### src/rtl/fsmc_pkg.sv
// fsmc_pkg: shared definitions for the FSMC initiator.
//   - FSMC_AW / FSMC_DW: bus address and data widths
//   - fsmc_state_e:      bus phase encoding (IDLE, SETUP, DATA, TURN)
//   - REG_*:             motor CPLD register map addresses
//   - fsmc_clamp():      forces a timing parameter into its legal 4-bit range
package fsmc_pkg;

    localparam int FSMC_AW = 5;
    localparam int FSMC_DW = 8;

    typedef enum logic [1:0] {
        IDLE,
        SETUP,
        DATA,
        TURN
    } fsmc_state_e;

    // Control / PWM registers
    localparam logic [FSMC_AW-1:0] REG_CTRL12   = 5'd0;
    localparam logic [FSMC_AW-1:0] REG_M1_CNT_L = 5'd1;
    localparam logic [FSMC_AW-1:0] REG_M1_CNT_H = 5'd2;
    localparam logic [FSMC_AW-1:0] REG_M2_CNT_L = 5'd3;
    localparam logic [FSMC_AW-1:0] REG_M2_CNT_H = 5'd4;
    localparam logic [FSMC_AW-1:0] REG_M3_CNT_L = 5'd5;
    localparam logic [FSMC_AW-1:0] REG_M3_CNT_H = 5'd6;
    localparam logic [FSMC_AW-1:0] REG_PWM_DIV  = 5'd7;
    localparam logic [FSMC_AW-1:0] REG_M1_DUTY_L = 5'd8;
    localparam logic [FSMC_AW-1:0] REG_M1_DUTY_H = 5'd9;
    localparam logic [FSMC_AW-1:0] REG_M2_DUTY_L = 5'd10;
    localparam logic [FSMC_AW-1:0] REG_M2_DUTY_H = 5'd11;
    localparam logic [FSMC_AW-1:0] REG_M3_DUTY_L = 5'd12;
    localparam logic [FSMC_AW-1:0] REG_M3_DUTY_H = 5'd13;

    // Status registers
    localparam logic [FSMC_AW-1:0] REG_S_STAT  = 5'd15;
    localparam logic [FSMC_AW-1:0] REG_M1_STAT = 5'd16;
    localparam logic [FSMC_AW-1:0] REG_M2_STAT = 5'd17;
    localparam logic [FSMC_AW-1:0] REG_M3_STAT = 5'd18;

    // Phase lengths live in a 4-bit down-counter, so anything above 15 is
    // saturated; values below the phase minimum are raised to it.
    function automatic logic [3:0] fsmc_clamp(input int value, input int min_value);
        int v;
        v = value;
        if (v < min_value) v = min_value;
        if (v > 15) v = 15;
        return v[3:0];
    endfunction

endpackage

### src/rtl/fsmc_master_if.sv
// fsmc_master_if: request/response handshake plus FSMC bus pins.
//   Request : req_valid, req_ready, req_wr, req_addr, req_wdata
//   Response: rsp_valid, rsp_rdata, busy
//   Bus     : fsmc_a, fsmc_ne1, fsmc_noe, fsmc_nwe, fsmc_d_o, fsmc_d_oe, fsmc_d_i
// modport master is the initiator view, modport slave is the environment
// (requester + responder + pad) view.
interface fsmc_master_if;
    import fsmc_pkg::*;

    logic               req_valid;
    logic               req_ready;
    logic               req_wr;
    logic [FSMC_AW-1:0] req_addr;
    logic [FSMC_DW-1:0] req_wdata;
    logic               rsp_valid;
    logic [FSMC_DW-1:0] rsp_rdata;
    logic               busy;
    logic [FSMC_AW-1:0] fsmc_a;
    logic               fsmc_ne1;
    logic               fsmc_noe;
    logic               fsmc_nwe;
    logic [FSMC_DW-1:0] fsmc_d_o;
    logic               fsmc_d_oe;
    logic [FSMC_DW-1:0] fsmc_d_i;

    modport master (
        input  req_valid, req_wr, req_addr, req_wdata, fsmc_d_i,
        output req_ready, rsp_valid, rsp_rdata, busy,
               fsmc_a, fsmc_ne1, fsmc_noe, fsmc_nwe, fsmc_d_o, fsmc_d_oe
    );

    modport slave (
        output req_valid, req_wr, req_addr, req_wdata, fsmc_d_i,
        input  req_ready, rsp_valid, rsp_rdata, busy,
               fsmc_a, fsmc_ne1, fsmc_noe, fsmc_nwe, fsmc_d_o, fsmc_d_oe
    );

endinterface

### src/rtl/fsmc_master.sv
// fsmc_master: initiator for the 5-bit address / 8-bit data FSMC SRAM-style
// bus. Each accepted request runs SETUP (ADDSET cycles, NE1 low, A valid),
// DATA (DATAST cycles, NOE or NWE low) and TURN (BUSTURN cycles, NE1 high)
// and produces one rsp_valid pulse in the first TURN cycle.
// Ports:
//   clk   - system clock (50 MHz)
//   rst_n - asynchronous active-low reset, drops any access in flight
//   bus   - fsmc_master_if.master: request/response handshake and bus pins
// Every output comes straight from a flop; the data pad tristate sits in
// the enclosing top level and is steered by fsmc_d_oe.
module fsmc_master
    import fsmc_pkg::*;
#(
    parameter int ADDSET  = 2,
    parameter int DATAST  = 4,
    parameter int BUSTURN = 2
) (
    input  logic          clk,
    input  logic          rst_n,
    fsmc_master_if.master bus
);

    // DATA needs at least two cycles because the responder samples on the
    // falling edge; the other phases just need to exist.
    localparam logic [3:0] SETUP_LEN = fsmc_clamp(ADDSET, 1);
    localparam logic [3:0] DATA_LEN  = fsmc_clamp(DATAST, 2);
    localparam logic [3:0] TURN_LEN  = fsmc_clamp(BUSTURN, 1);

    fsmc_state_e        state_q, state_d;
    logic [3:0]         cnt_q, cnt_d;
    logic               wr_q, wr_d;
    logic [FSMC_AW-1:0] a_q, a_d;
    logic [FSMC_DW-1:0] d_o_q, d_o_d;
    logic [FSMC_DW-1:0] rdata_q, rdata_d;
    logic               ne1_q, ne1_d;
    logic               noe_q, noe_d;
    logic               nwe_q, nwe_d;
    logic               d_oe_q, d_oe_d;
    logic               rsp_valid_q, rsp_valid_d;
    logic               busy_q, busy_d;
    logic               ready_q, ready_d;

    // Next-state logic. Bus pin values are computed for the phase being
    // entered so that the registered pins change on the same edge as the
    // state, with the counter loaded to (phase length - 1) on entry.
    always_comb begin
        state_d     = state_q;
        cnt_d       = cnt_q;
        wr_d        = wr_q;
        a_d         = a_q;
        d_o_d       = d_o_q;
        rdata_d     = rdata_q;
        ne1_d       = ne1_q;
        noe_d       = noe_q;
        nwe_d       = nwe_q;
        d_oe_d      = d_oe_q;
        rsp_valid_d = 1'b0;
        busy_d      = busy_q;
        ready_d     = ready_q;

        case (state_q)
            IDLE: begin
                if (bus.req_valid && ready_q) begin
                    state_d = SETUP;
                    cnt_d   = SETUP_LEN - 4'd1;
                    wr_d    = bus.req_wr;
                    a_d     = bus.req_addr;
                    if (bus.req_wr) begin
                        d_o_d = bus.req_wdata;
                    end
                    ne1_d   = 1'b0;
                    d_oe_d  = bus.req_wr;
                    busy_d  = 1'b1;
                    ready_d = 1'b0;
                end
            end
            SETUP: begin
                if (cnt_q == 4'd0) begin
                    state_d = DATA;
                    cnt_d   = DATA_LEN - 4'd1;
                    noe_d   = wr_q;
                    nwe_d   = ~wr_q;
                end else begin
                    cnt_d = cnt_q - 4'd1;
                end
            end
            DATA: begin
                if (cnt_q == 4'd0) begin
                    // Read data is taken on the edge that releases the strobe.
                    state_d     = TURN;
                    cnt_d       = TURN_LEN - 4'd1;
                    ne1_d       = 1'b1;
                    noe_d       = 1'b1;
                    nwe_d       = 1'b1;
                    rsp_valid_d = 1'b1;
                    if (!wr_q) begin
                        rdata_d = bus.fsmc_d_i;
                    end
                end else begin
                    cnt_d = cnt_q - 4'd1;
                end
            end
            TURN: begin
                // Write data is held for exactly the first TURN cycle.
                d_oe_d = 1'b0;
                if (cnt_q == 4'd0) begin
                    state_d = IDLE;
                    busy_d  = 1'b0;
                    ready_d = 1'b1;
                end else begin
                    cnt_d = cnt_q - 4'd1;
                end
            end
            default: begin
                state_d = IDLE;
            end
        endcase
    end

    always_ff @(posedge clk or negedge rst_n) begin
        if (!rst_n) begin
            state_q     <= IDLE;
            cnt_q       <= 4'd0;
            wr_q        <= 1'b0;
            a_q         <= '0;
            d_o_q       <= '0;
            rdata_q     <= '0;
            ne1_q       <= 1'b1;
            noe_q       <= 1'b1;
            nwe_q       <= 1'b1;
            d_oe_q      <= 1'b0;
            rsp_valid_q <= 1'b0;
            busy_q      <= 1'b0;
            ready_q     <= 1'b1;
        end else begin
            state_q     <= state_d;
            cnt_q       <= cnt_d;
            wr_q        <= wr_d;
            a_q         <= a_d;
            d_o_q       <= d_o_d;
            rdata_q     <= rdata_d;
            ne1_q       <= ne1_d;
            noe_q       <= noe_d;
            nwe_q       <= nwe_d;
            d_oe_q      <= d_oe_d;
            rsp_valid_q <= rsp_valid_d;
            busy_q      <= busy_d;
            ready_q     <= ready_d;
        end
    end

    assign bus.req_ready = ready_q;
    assign bus.rsp_valid = rsp_valid_q;
    assign bus.rsp_rdata = rdata_q;
    assign bus.busy      = busy_q;
    assign bus.fsmc_a    = a_q;
    assign bus.fsmc_ne1  = ne1_q;
    assign bus.fsmc_noe  = noe_q;
    assign bus.fsmc_nwe  = nwe_q;
    assign bus.fsmc_d_o  = d_o_q;
    assign bus.fsmc_d_oe = d_oe_q;

endmodule

### src/flat_wrapper.sv
// flat-port wrapper written by rule: the top's interface ports become plain ports
module fsmc_master_flat import fsmc_pkg::*;
#(
    parameter int ADDSET  = 2,
    parameter int DATAST  = 4,
    parameter int BUSTURN = 2
)
  (clk, rst_n, bus_req_valid, bus_req_wr, bus_req_addr, bus_req_wdata, bus_fsmc_d_i, bus_req_ready, bus_rsp_valid, bus_rsp_rdata, bus_busy, bus_fsmc_a, bus_fsmc_ne1, bus_fsmc_noe, bus_fsmc_nwe, bus_fsmc_d_o, bus_fsmc_d_oe);
  fsmc_master_if bus_i ();
  input  logic clk;
  input  logic rst_n;
  input wire logic [$bits(bus_i.req_valid)-1:0] bus_req_valid;
  input wire logic [$bits(bus_i.req_wr)-1:0] bus_req_wr;
  input wire logic [$bits(bus_i.req_addr)-1:0] bus_req_addr;
  input wire logic [$bits(bus_i.req_wdata)-1:0] bus_req_wdata;
  input wire logic [$bits(bus_i.fsmc_d_i)-1:0] bus_fsmc_d_i;
  output wire logic [$bits(bus_i.req_ready)-1:0] bus_req_ready;
  output wire logic [$bits(bus_i.rsp_valid)-1:0] bus_rsp_valid;
  output wire logic [$bits(bus_i.rsp_rdata)-1:0] bus_rsp_rdata;
  output wire logic [$bits(bus_i.busy)-1:0] bus_busy;
  output wire logic [$bits(bus_i.fsmc_a)-1:0] bus_fsmc_a;
  output wire logic [$bits(bus_i.fsmc_ne1)-1:0] bus_fsmc_ne1;
  output wire logic [$bits(bus_i.fsmc_noe)-1:0] bus_fsmc_noe;
  output wire logic [$bits(bus_i.fsmc_nwe)-1:0] bus_fsmc_nwe;
  output wire logic [$bits(bus_i.fsmc_d_o)-1:0] bus_fsmc_d_o;
  output wire logic [$bits(bus_i.fsmc_d_oe)-1:0] bus_fsmc_d_oe;
  assign bus_i.req_valid = bus_req_valid;
  assign bus_i.req_wr = bus_req_wr;
  assign bus_i.req_addr = bus_req_addr;
  assign bus_i.req_wdata = bus_req_wdata;
  assign bus_i.fsmc_d_i = bus_fsmc_d_i;
  assign bus_req_ready = bus_i.req_ready;
  assign bus_rsp_valid = bus_i.rsp_valid;
  assign bus_rsp_rdata = bus_i.rsp_rdata;
  assign bus_busy = bus_i.busy;
  assign bus_fsmc_a = bus_i.fsmc_a;
  assign bus_fsmc_ne1 = bus_i.fsmc_ne1;
  assign bus_fsmc_noe = bus_i.fsmc_noe;
  assign bus_fsmc_nwe = bus_i.fsmc_nwe;
  assign bus_fsmc_d_o = bus_i.fsmc_d_o;
  assign bus_fsmc_d_oe = bus_i.fsmc_d_oe;
  fsmc_master #(.ADDSET(ADDSET), .DATAST(DATAST), .BUSTURN(BUSTURN)) u_core (.clk(clk), .rst_n(rst_n), .bus(bus_i));
endmodule
### config.mk
export PLATFORM = sky130hd
export DESIGN_NAME = fsmc_master_flat
export DESIGN_NICKNAME = d
export VERILOG_FILES = /design/src/rtl/fsmc_pkg.sv /design/src/rtl/fsmc_master_if.sv /design/src/rtl/fsmc_master.sv /design/src/flat_wrapper.sv
export SDC_FILE = /design/constraint.sdc
export NUM_CORES = 1
export LEC_CHECK = 0
export CORE_ASPECT_RATIO = 0.8
export CORE_MARGIN = 2
export CORE_UTILIZATION = 47
export CTS_BUF_LIST = sky130_fd_sc_hd__clkbuf_4
export CTS_CLUSTER_SIZE = 14
export DETAILED_ROUTE_END_ITERATION = 10
export PLACE_DENSITY = 0.82
export SYNTH_ARGS = -nofsm -noshare
export SYNTH_HDL_FRONTEND = slang
export SYNTH_SLANG_ARGS = --single-unit
### constraint.sdc
create_clock -name clk -period 2 [get_ports clk]
set_input_delay 0.5 -clock clk [delete_from_list [all_inputs] [get_ports clk]]
set_output_delay 0.5 -clock clk [all_outputs]
set_load 0.02 [all_outputs]
-- Yosys cells after proc, flatten, opt, wreduce, memory -nomap -nowiden
Index checks and enable logic that the tools add are counted.
- multiplexer cells: 25
- bitwise logic cells: 1
- add/sub/neg operators: 1
- equality and inequality tests: 8
- reductions and logical operators: 15
- operators by type and width (kind ; number):
    $mux 4 ; 4
    $pmux 4 s4 ; 1
    $reduce_and 3->1 ; 5
    $pmux 1 s2 ; 6
    $mux 1 ; 9
    $mux 2 ; 4
    $ne 2x1->1 const B ; 4
    $pmux 2 s4 ; 1
    $reduce_and 2->1 ; 3
    $reduce_bool 2->1 ; 3
    $eq 2x2->1 const B ; 2
    $logic_not 4->1 ; 1
    $reduce_and 4->1 ; 1
    $sub 4x1->4 const B ; 1
    $eq 2x1->1 const B ; 1
    $logic_not 2->1 ; 1
    $ne 2x2->1 const B ; 1
    $logic_and 1x1->1 ; 1
    $not 1->1 ; 1
- word-level logic and storage cells: 63
- output and inout bits: 28
- bits of input ports: 25
- flip-flop bits (word level): 35

-- Logic depth before layout (Yosys ltp)
- depth in word-level cells: 3
- depth in mapped cells: 6
- depth with buffers taken out: 5

-- Least setup slack after synthesis
No wires, ideal clock.
- kind: reg2reg
- from: register u_core.cnt_q[0]
- to: register u_core.rdata_q[0] (netlist: u_core.bus.rsp_rdata[0])
- clock period less this slack: 1552 ps
- stages on the path, launching flop included: 6
- setup time: 125 ps
- arrival time: 1427 ps
- required time: 1875 ps
- path slack: 448 ps
- cell sequence: dfrtp_1 -> inv_1 -> ha_1 -> nor3b_4 -> nand3_4 -> mux2_2
- cells in the longest elaborated chain, start to end: 2
- ends and longest elaborated chain (what ; RTL line ; RTL):
    start: declaration ; fsmc_master.sv:30 ; logic [3:0] cnt_q, cnt_d;
    start signal: assignment ; fsmc_master.sv:137 ; cnt_q <= cnt_d;
    $logic_not 4->1 ; fsmc_master.sv:88 ; if (cnt_q == 4'd0) begin
    $reduce_and 3->1 (no line) ; - ;
    end signal: assignment ; fsmc_master.sv:141 ; rdata_q <= rdata_d;
    end: declaration ; fsmc_master.sv:34 ; logic [FSMC_DW-1:0] rdata_q, rdata_d;
No other way between the ends.
A chain may end at the register's enable or synchronous reset.

-- Final worst setup path
- from: register u_core.a_q[2] (netlist: u_core.bus.fsmc_a[2])
- to: output port bus_fsmc_a[2]
- RTL lines (what ; RTL line ; RTL):
    start: declaration ; fsmc_master.sv:32 ; logic [FSMC_AW-1:0] a_q, a_d;
    start signal: assignment ; fsmc_master.sv:125 ; a_q <= '0;
    start signal: assignment ; fsmc_master.sv:139 ; a_q <= a_d;
    end: declaration ; flat_wrapper.sv:21 ; output wire logic [$bits(bus_i.fsmc_a)-1:0] bus_fsmc_a;
No word-level cell between the ends.

==> flow_summary.toml <==
[status]
outcome = "completed"

[sta]
hold_viol = 0
clock_skew_ns = 0.0106
worst_pin_slew_ns = 0.540
slew_viol_final = 0
period_share_pct = 91.9
fin_crit_ns = 1.84
finalSetupTns_ns = 0
setup_viol = 0
hold_slack_ns = 0.475
max_freq_mhz = 544
slew_headroom_pct = 63.9
grt_setup_unrepaired = "false"

[finish]
final_nets = 210
num-fill-cells = 215
syn2layout_area_growth_pct = 40.9
layout_commonest_cell = "clkdlybuf4s50_1"
n_antenna_cell = 0
layout_common_cells = "clkdlybuf4s50_1 (48), dfrtp_1 (31), mux2_2 (21), inv_1 (9)"
drive_gt1_share_pct = 21.1

[global_routing]
grtUsageTotal_pct = 20.4
grt_pass1_vias = 1240
grt_use_met3_pct = 7.09
grt_start_max_net_pins = 36
overflow = 0
top_usage_layer = "met2"
use_met2_pct = 32.6
grt_antenna_before_repair = 0
grt_pass1_wl_um = 5660
use_met1_pct = 24.1

[worst_setup_path]
cp_cell_sequence = "clkdlybuf4s50_1"
cp-start-kind = "register"
worstPathMaxFanout = 2
cp.buffers_inverters = 1
endpoint_kind = "primary output"
slowest_delay_ns = 0.63
cp.depth = 1
slowest_stage = "clkdlybuf4s50_1"
worstPathRequired_ns = 1.50
ff2ff_path_depth = 5
crit_family = "buffers and inverters"
critPathKind = "reg -> out"
reg2reg_slack_ns = 0.21
cp.arrival_ns = 1.34

[routing]
wl_per_cell_um = 15.7
drt_wl_total_um = 3450
vias = 1177
vias_per_cell = 5.35
drc = 0
antenna_left = 0
drt-initial-drc-count = 58
first_pass_iters = 4

[floorplan]
dieWidth_um = 68.5
core-area_mm2 = 0.00313
die_h_um = 55.6
boundaryPins = 53
num_rows = 18
start_util_pct = 50.0
dieArea_mm2 = 0.00381

[synth]
yosys.area.top_type_share_pct = 49.6
ys_ff_latch = 35
ys_seq_area_share_pct = 56.3
syn_nets = 149
synthTopCellsByArea = "dfrtp_1 (50%), mux2_2 (15%), dfstp_2 (6.7%)"
yosys_warnings = 0
syn_area_mm2 = 0.00157
postSynthAreaPerCell_um2 = 13.3
synth_cell_types = 35
synth.largest_area_cell = "dfrtp_1"
synthCells = 118

[power]
p_switching_uw = 1510
clock_power_share_pct = 9.9
power_frac_comb_pct = 56.5
powerDensity_mw_per_mm2 = 1700
leakagePower_uw = 0.000980
swShare_pct = 40.2
p_int_uw = 2240
p_seq_share_pct = 33.6
peakVddDrop_mv = 1.06

[worst_hold_path]
holdPathStages = 1
hold_class = "reg -> reg"

[clock_network]
cts_sinks = 35
root_buffer = "clkbuf_4"
cts_made_buffers = 5
htree_num_levels = 2
cts_tree = "done"
clockBufferDepth = 2
clkLatencyLatePin_ns = 0.34
holdBufCountCts = 0
clk_pin_slew_ns = 0.10

[job]
cap_violations = 0

[place]
place_congestion = 0.773
portBuffers = 52
dp_hpwl_um = 2550
[cell type report]
cell class,instances,area [µm²],area share (%)
Clock inverter,2,7.51,0.340
Multi-Input combinational cell,73,647,29.3
Inverter,9,33.8,1.53
Clock buffer,6,45.0,2.04
Tap cell,40,50.0,2.27
Sequential cell,35,881,39.9
Timing Repair Buffer,55,542,24.6
[Yosys cell counts]
cell type,instances
o31ai_1,2
mux2_2,21
nand2b_1,1
nand3_4,1
inv_1,9
a21boi_1,1
o2bb2ai_1,1
nor3_1,3
o21ai_1,1
a221oi_1,1
or3b_1,1
a22oi_1,3
nor3b_4,1
nor3b_1,1
nor3_2,1
mux2i_1,2
and3b_1,1
clkbuf_1,1
a21oi_1,4
o21ai_0,1
nor2_1,4
nand2_1,3
ha_1,6
a22o_1,2
dfstp_2,4
o22ai_1,1
a211oi_1,1
dfrtp_1,31
o32a_1,2
nand4_1,1
nand4bb_1,1
a21bo_2,1
o32ai_1,1
and2_1,1
nand3_1,2
[logic make-up after synthesis]
logic type | synth area share, %
and+or+nand+nor | 9.75
AOI/OAI and AO/OA | 10.4
muxes | 16.4
buffers and inverters | 2.40
DFF | 56.3
adders and majority gates | 4.80
[state kept, by name (all words and copies together), names as in the netlist]
| register | count |
|---|---|
| u_core.bus.fsmc_a | 5 |
| u_core.bus.fsmc_noe | 1 |
| u_core.bus.fsmc_nwe | 1 |
| u_core.wr_q | 1 |
| u_core.bus.fsmc_d_oe | 1 |
| u_core.cnt_q | 4 |
| u_core.bus.rsp_valid | 1 |
| u_core.bus.fsmc_d_o | 8 |
| u_core.state_q | 2 |
| u_core.bus.fsmc_ne1 | 1 |
| u_core.bus.busy | 1 |
| u_core.bus.rsp_rdata | 8 |
| u_core.bus.req_ready | 1 |
[final timing paths]
kind | to | start
max in group asynchronous | u_core.bus.fsmc_ne1$_DFFE_PN1P_ | rst_n
worst min register to register | u_core.bus.fsmc_nwe$_DFFE_PN1P_ | u_core.wr_q$_DFFE_PN0P_
min in group asynchronous | u_core.state_q[1]$_DFFE_PN0P_ | rst_n
worst max register to register | u_core.cnt_q[2]$_DFFE_PN0P_ | u_core.state_q[0]$_DFFE_PN0P_
worst max-delay path | bus_fsmc_a[2] | u_core.bus.fsmc_a[2]$_DFFE_PN0P_
worst min-delay path | u_core.bus.fsmc_nwe$_DFFE_PN1P_ | u_core.wr_q$_DFFE_PN0P_
[what timing repair did]
item                       CTS  global route
gates resized for setup      3             1
buffers inserted             0             0
pin swaps                    0             0
cloned                       0             0
setup endpoints to repair    3             1
[power by group through the flow]
stage	clock (µW)	combinational, µW	sequential (µW)
global placement	0	2050	1250
finish	371	2120	1260
detailed placement	0	2130	1280
floorplan	0	955	1580
CTS	379	2120	1260
global route	407	2280	1310
[metal layers]
metal	routed length (µm)	up-vias	share of wire (%)
met1	1370	565	40
li1	-	550	-
met2	1680	54	49
met4	78	0	2.3
met5	0	-	0
met3	321	8	9.3
[through the flow]
stage	setup WS (ns)	total power, µW	utilization [%]	cells	instance area, µm²
6_report	0.161	3750	70.5	220	2210
5_1_grt	0.0835	3990	70.5	220	2210
4_1_cts	0.0140	3770	70.4	220	2200
3_5_place_dp	0.0679	3400	68.8	212	2150
3_3_place_gp	0.181	3300	68.8	212	2150
2_1_floorplan	0.448	2540	-	118	1570
Power figures use the tool's default switching activity.
==> patch (same flow settings) <==
Change the package constant `FSMC_DW` from 8 to 9.
--- a/src/rtl/fsmc_pkg.sv
+++ b/src/rtl/fsmc_pkg.sv
@@ -8,3 +8,3 @@
     localparam int FSMC_AW = 5;
-    localparam int FSMC_DW = 8;
+    localparam int FSMC_DW = 9;
 
Interface: changed (resized bus_fsmc_d_i, bus_fsmc_d_o, bus_req_wdata and bus_rsp_rdata); port bits go from 53 to 57. The function was not compared with the original's and may differ.
==> patch against the unedited design <==
Power rose by 13%; non-clock buffer count rose by 5; routed wire length rose by 3.5%; area after synthesis rose by 6.5%; sequential cell count rose by 2; critical path type is now flip-flop to flip-flop; count of clock-buffer cells in the layout fell by 1; synthesized cell count rose by 7.6%; cell area rose by 8.2%; register-to-register slack got worse by 0.10 ns; largest cell class unchanged; critical path depth rose by 4; worst setup slack got worse by 0.053 ns.
==> patch: results (changes against the unedited design) <==
| Metric | Value |
|---|---|
| Status | `complete, no violations` |
| Top post-synthesis cells by count | `dfrtp_1, mux2_2, inv_1` |
| Largest net degree at the start of global routing | `38 (+5.6%)` |
| Leak | `1.06 nW (+8.2%)` |
| First-pass GRT wire length | `6.03 mm (+6.5%)` |
| Detail Placement HPWL | `2.72 mm (+6.8%)` |
| Avg Inst Size Synth | `13.1 um^2 (-1.1%)` |
| Synth async-reset ratio | `1.00 (unchanged)` |
| Distinct cells, synth | `39 (+11%)` |
| Port Buffers | `56 (+7.7%)` |
| HP Class | `input port to async pin` |
| R2R setup slack | `0.11 ns (-0.10 ns)` |
| Fin nets | `223 (+6.2%)` |
| Clock latency on the worst-skew pair | `0.34 ns (about the same)` |
| Overflow after GRT | `0 (unchanged)` |
| Seq/Total Area, Yosys | `0.559 (-0.00419)` |
| Setup crit start | `u_core.cnt_q[1]` |
| CP max stage delay | `0.45 ns (-0.18 ns)` |
| First-pass DRT Iterations | `4 (unchanged)` |
| Met3 usage | `0.0548 (-0.0161)` |
| Initial DRC Count | `73 (+26%)` |
| Global routing usage on met1 | `0.224 (-0.0162)` |
| RePlAce Congestion | `0.715 (-7.5%)` |
| IR drop worst, VDD | `1.12 mV (+5.8%)` |
| Mapped Nets | `160 (+7.4%)` |
| Initial antenna violation count | `0 (unchanged)` |
| Crit path DAT | `2.14 ns (+0.80 ns)` |
| Worst Skew | `0.00959 ns (-0.00104 ns)` |
| Worst-path maximum fanout | `7 (+5)` |
| Top FF cell, synth | `dfrtp_1` |
| H-tree levels | `2 (unchanged)` |
| Relative slew slack | `0.470 (-0.169)` |
| Drt wl/cell | `15.3 um (-2.3%)` |
| Final Non-Filler Cells | `233 (+5.9%)` |
| CTS max path bufs | `2 (unchanged)` |
| Filler cells | `265 (+23%)` |
| Slowest CP cell | `or3b_1` |
| All-Layer GR Usage | `0.191 (-0.0129)` |
| Synth area leaders | `dfrtp_1, mux2_2, dfstp_2, ha_1, inv_1` |
| Synth warn | `0 (unchanged)` |
| Share of post-route cells with drive strength above 1 | `0.220 (+0.00878)` |
| CTS root buf | `clkbuf_4` |
| Worst-path clk slew | `0.12 ns (+0.02 ns)` |
| Met2 Use GR | `0.340 (+0.0141)` |
| Top delay family on crit path | `compound AO/OA/AOI/OAI gates` |
| Via count | `1250 (+6.2%)` |
-- patch: logic make-up after synthesis --
family | share of synthesized area
DFF | 0.559
AOI/OAI and AO/OA | 0.102
buffers and inverters | 0.0323
and+or+nand+nor | 0.0946
muxes | 0.167
adders and majority gates | 0.0450
-- patch: layout make-up --
class,instances,area (um^2),area share
sequential,37,931,0.390
multi-input combinational,77,682,0.286
timing repair buffer,60,581,0.243
clock inverter,3,68.8,0.0288
tap,42,52.6,0.0220
clock buffer,5,37.5,0.0157
inverter,9,33.8,0.0142
-- patch: power breakdown --
group | leakage [nW] | total [W] | internal [W] | switching, W
Combinational | 0.557 | 0.00223 | 0.00110 | 0.00113
Clock | 0.0558 | 0.000647 | 0.000393 | 0.000254
Sequential | 0.448 | 0.00135 | 0.00112 | 0.000223
-- patch: through the flow --
step	setup WS (ns)	instance area, um^2	util	total power, W	hold WS [ns]
after floorplan	0.369	1670	-	0.00268	0.204
after CTS	0.126	2390	0.697	0.00425	0.242
after global placement	0.208	2280	0.667	0.00350	0.447
final	0.108	2390	0.697	0.00422	0.230
after global routing	0.0321	2390	0.697	0.00448	0.277
after detailed placement	0.161	2280	0.667	0.00360	0.464
-- patch: worst register-to-register path: stages, from the launching register on --
cell	delay (ns)
dfrtp_1	0.42
inv_1	0.09
ha_1	0.27
or3b_1	0.45
a211oi_1	0.45
a22oi_1	0.13
-- patch: path summary, 6_finish.rpt --
kind	end	cells past startpoint
max in group asynchronous	u_core.cnt_q[0]	1
worst max-delay path	u_core.bus.fsmc_noe	5
worst max register to register	u_core.bus.fsmc_noe	5
worst min-delay path	u_core.bus.fsmc_a[3]	1
min in group clk	u_core.bus.fsmc_nwe	1
worst min register to register	u_core.bus.fsmc_nwe	1
-- patch: timing repair --
action	CTS	global route
hold buffers	0	0
buffers inserted	0	0
resized for setup	4	0
endpoints found under the setup margin	4	0
-- patch: metal layers --
metal  share of wire  routed length, um  vias to the layer above
met2            0.52               1850                       39
met4           0.017                 62                        0
met3           0.057                205                        7
li1                -                  -                      586
met5               0                  0                        -
met1            0.41               1450                      618
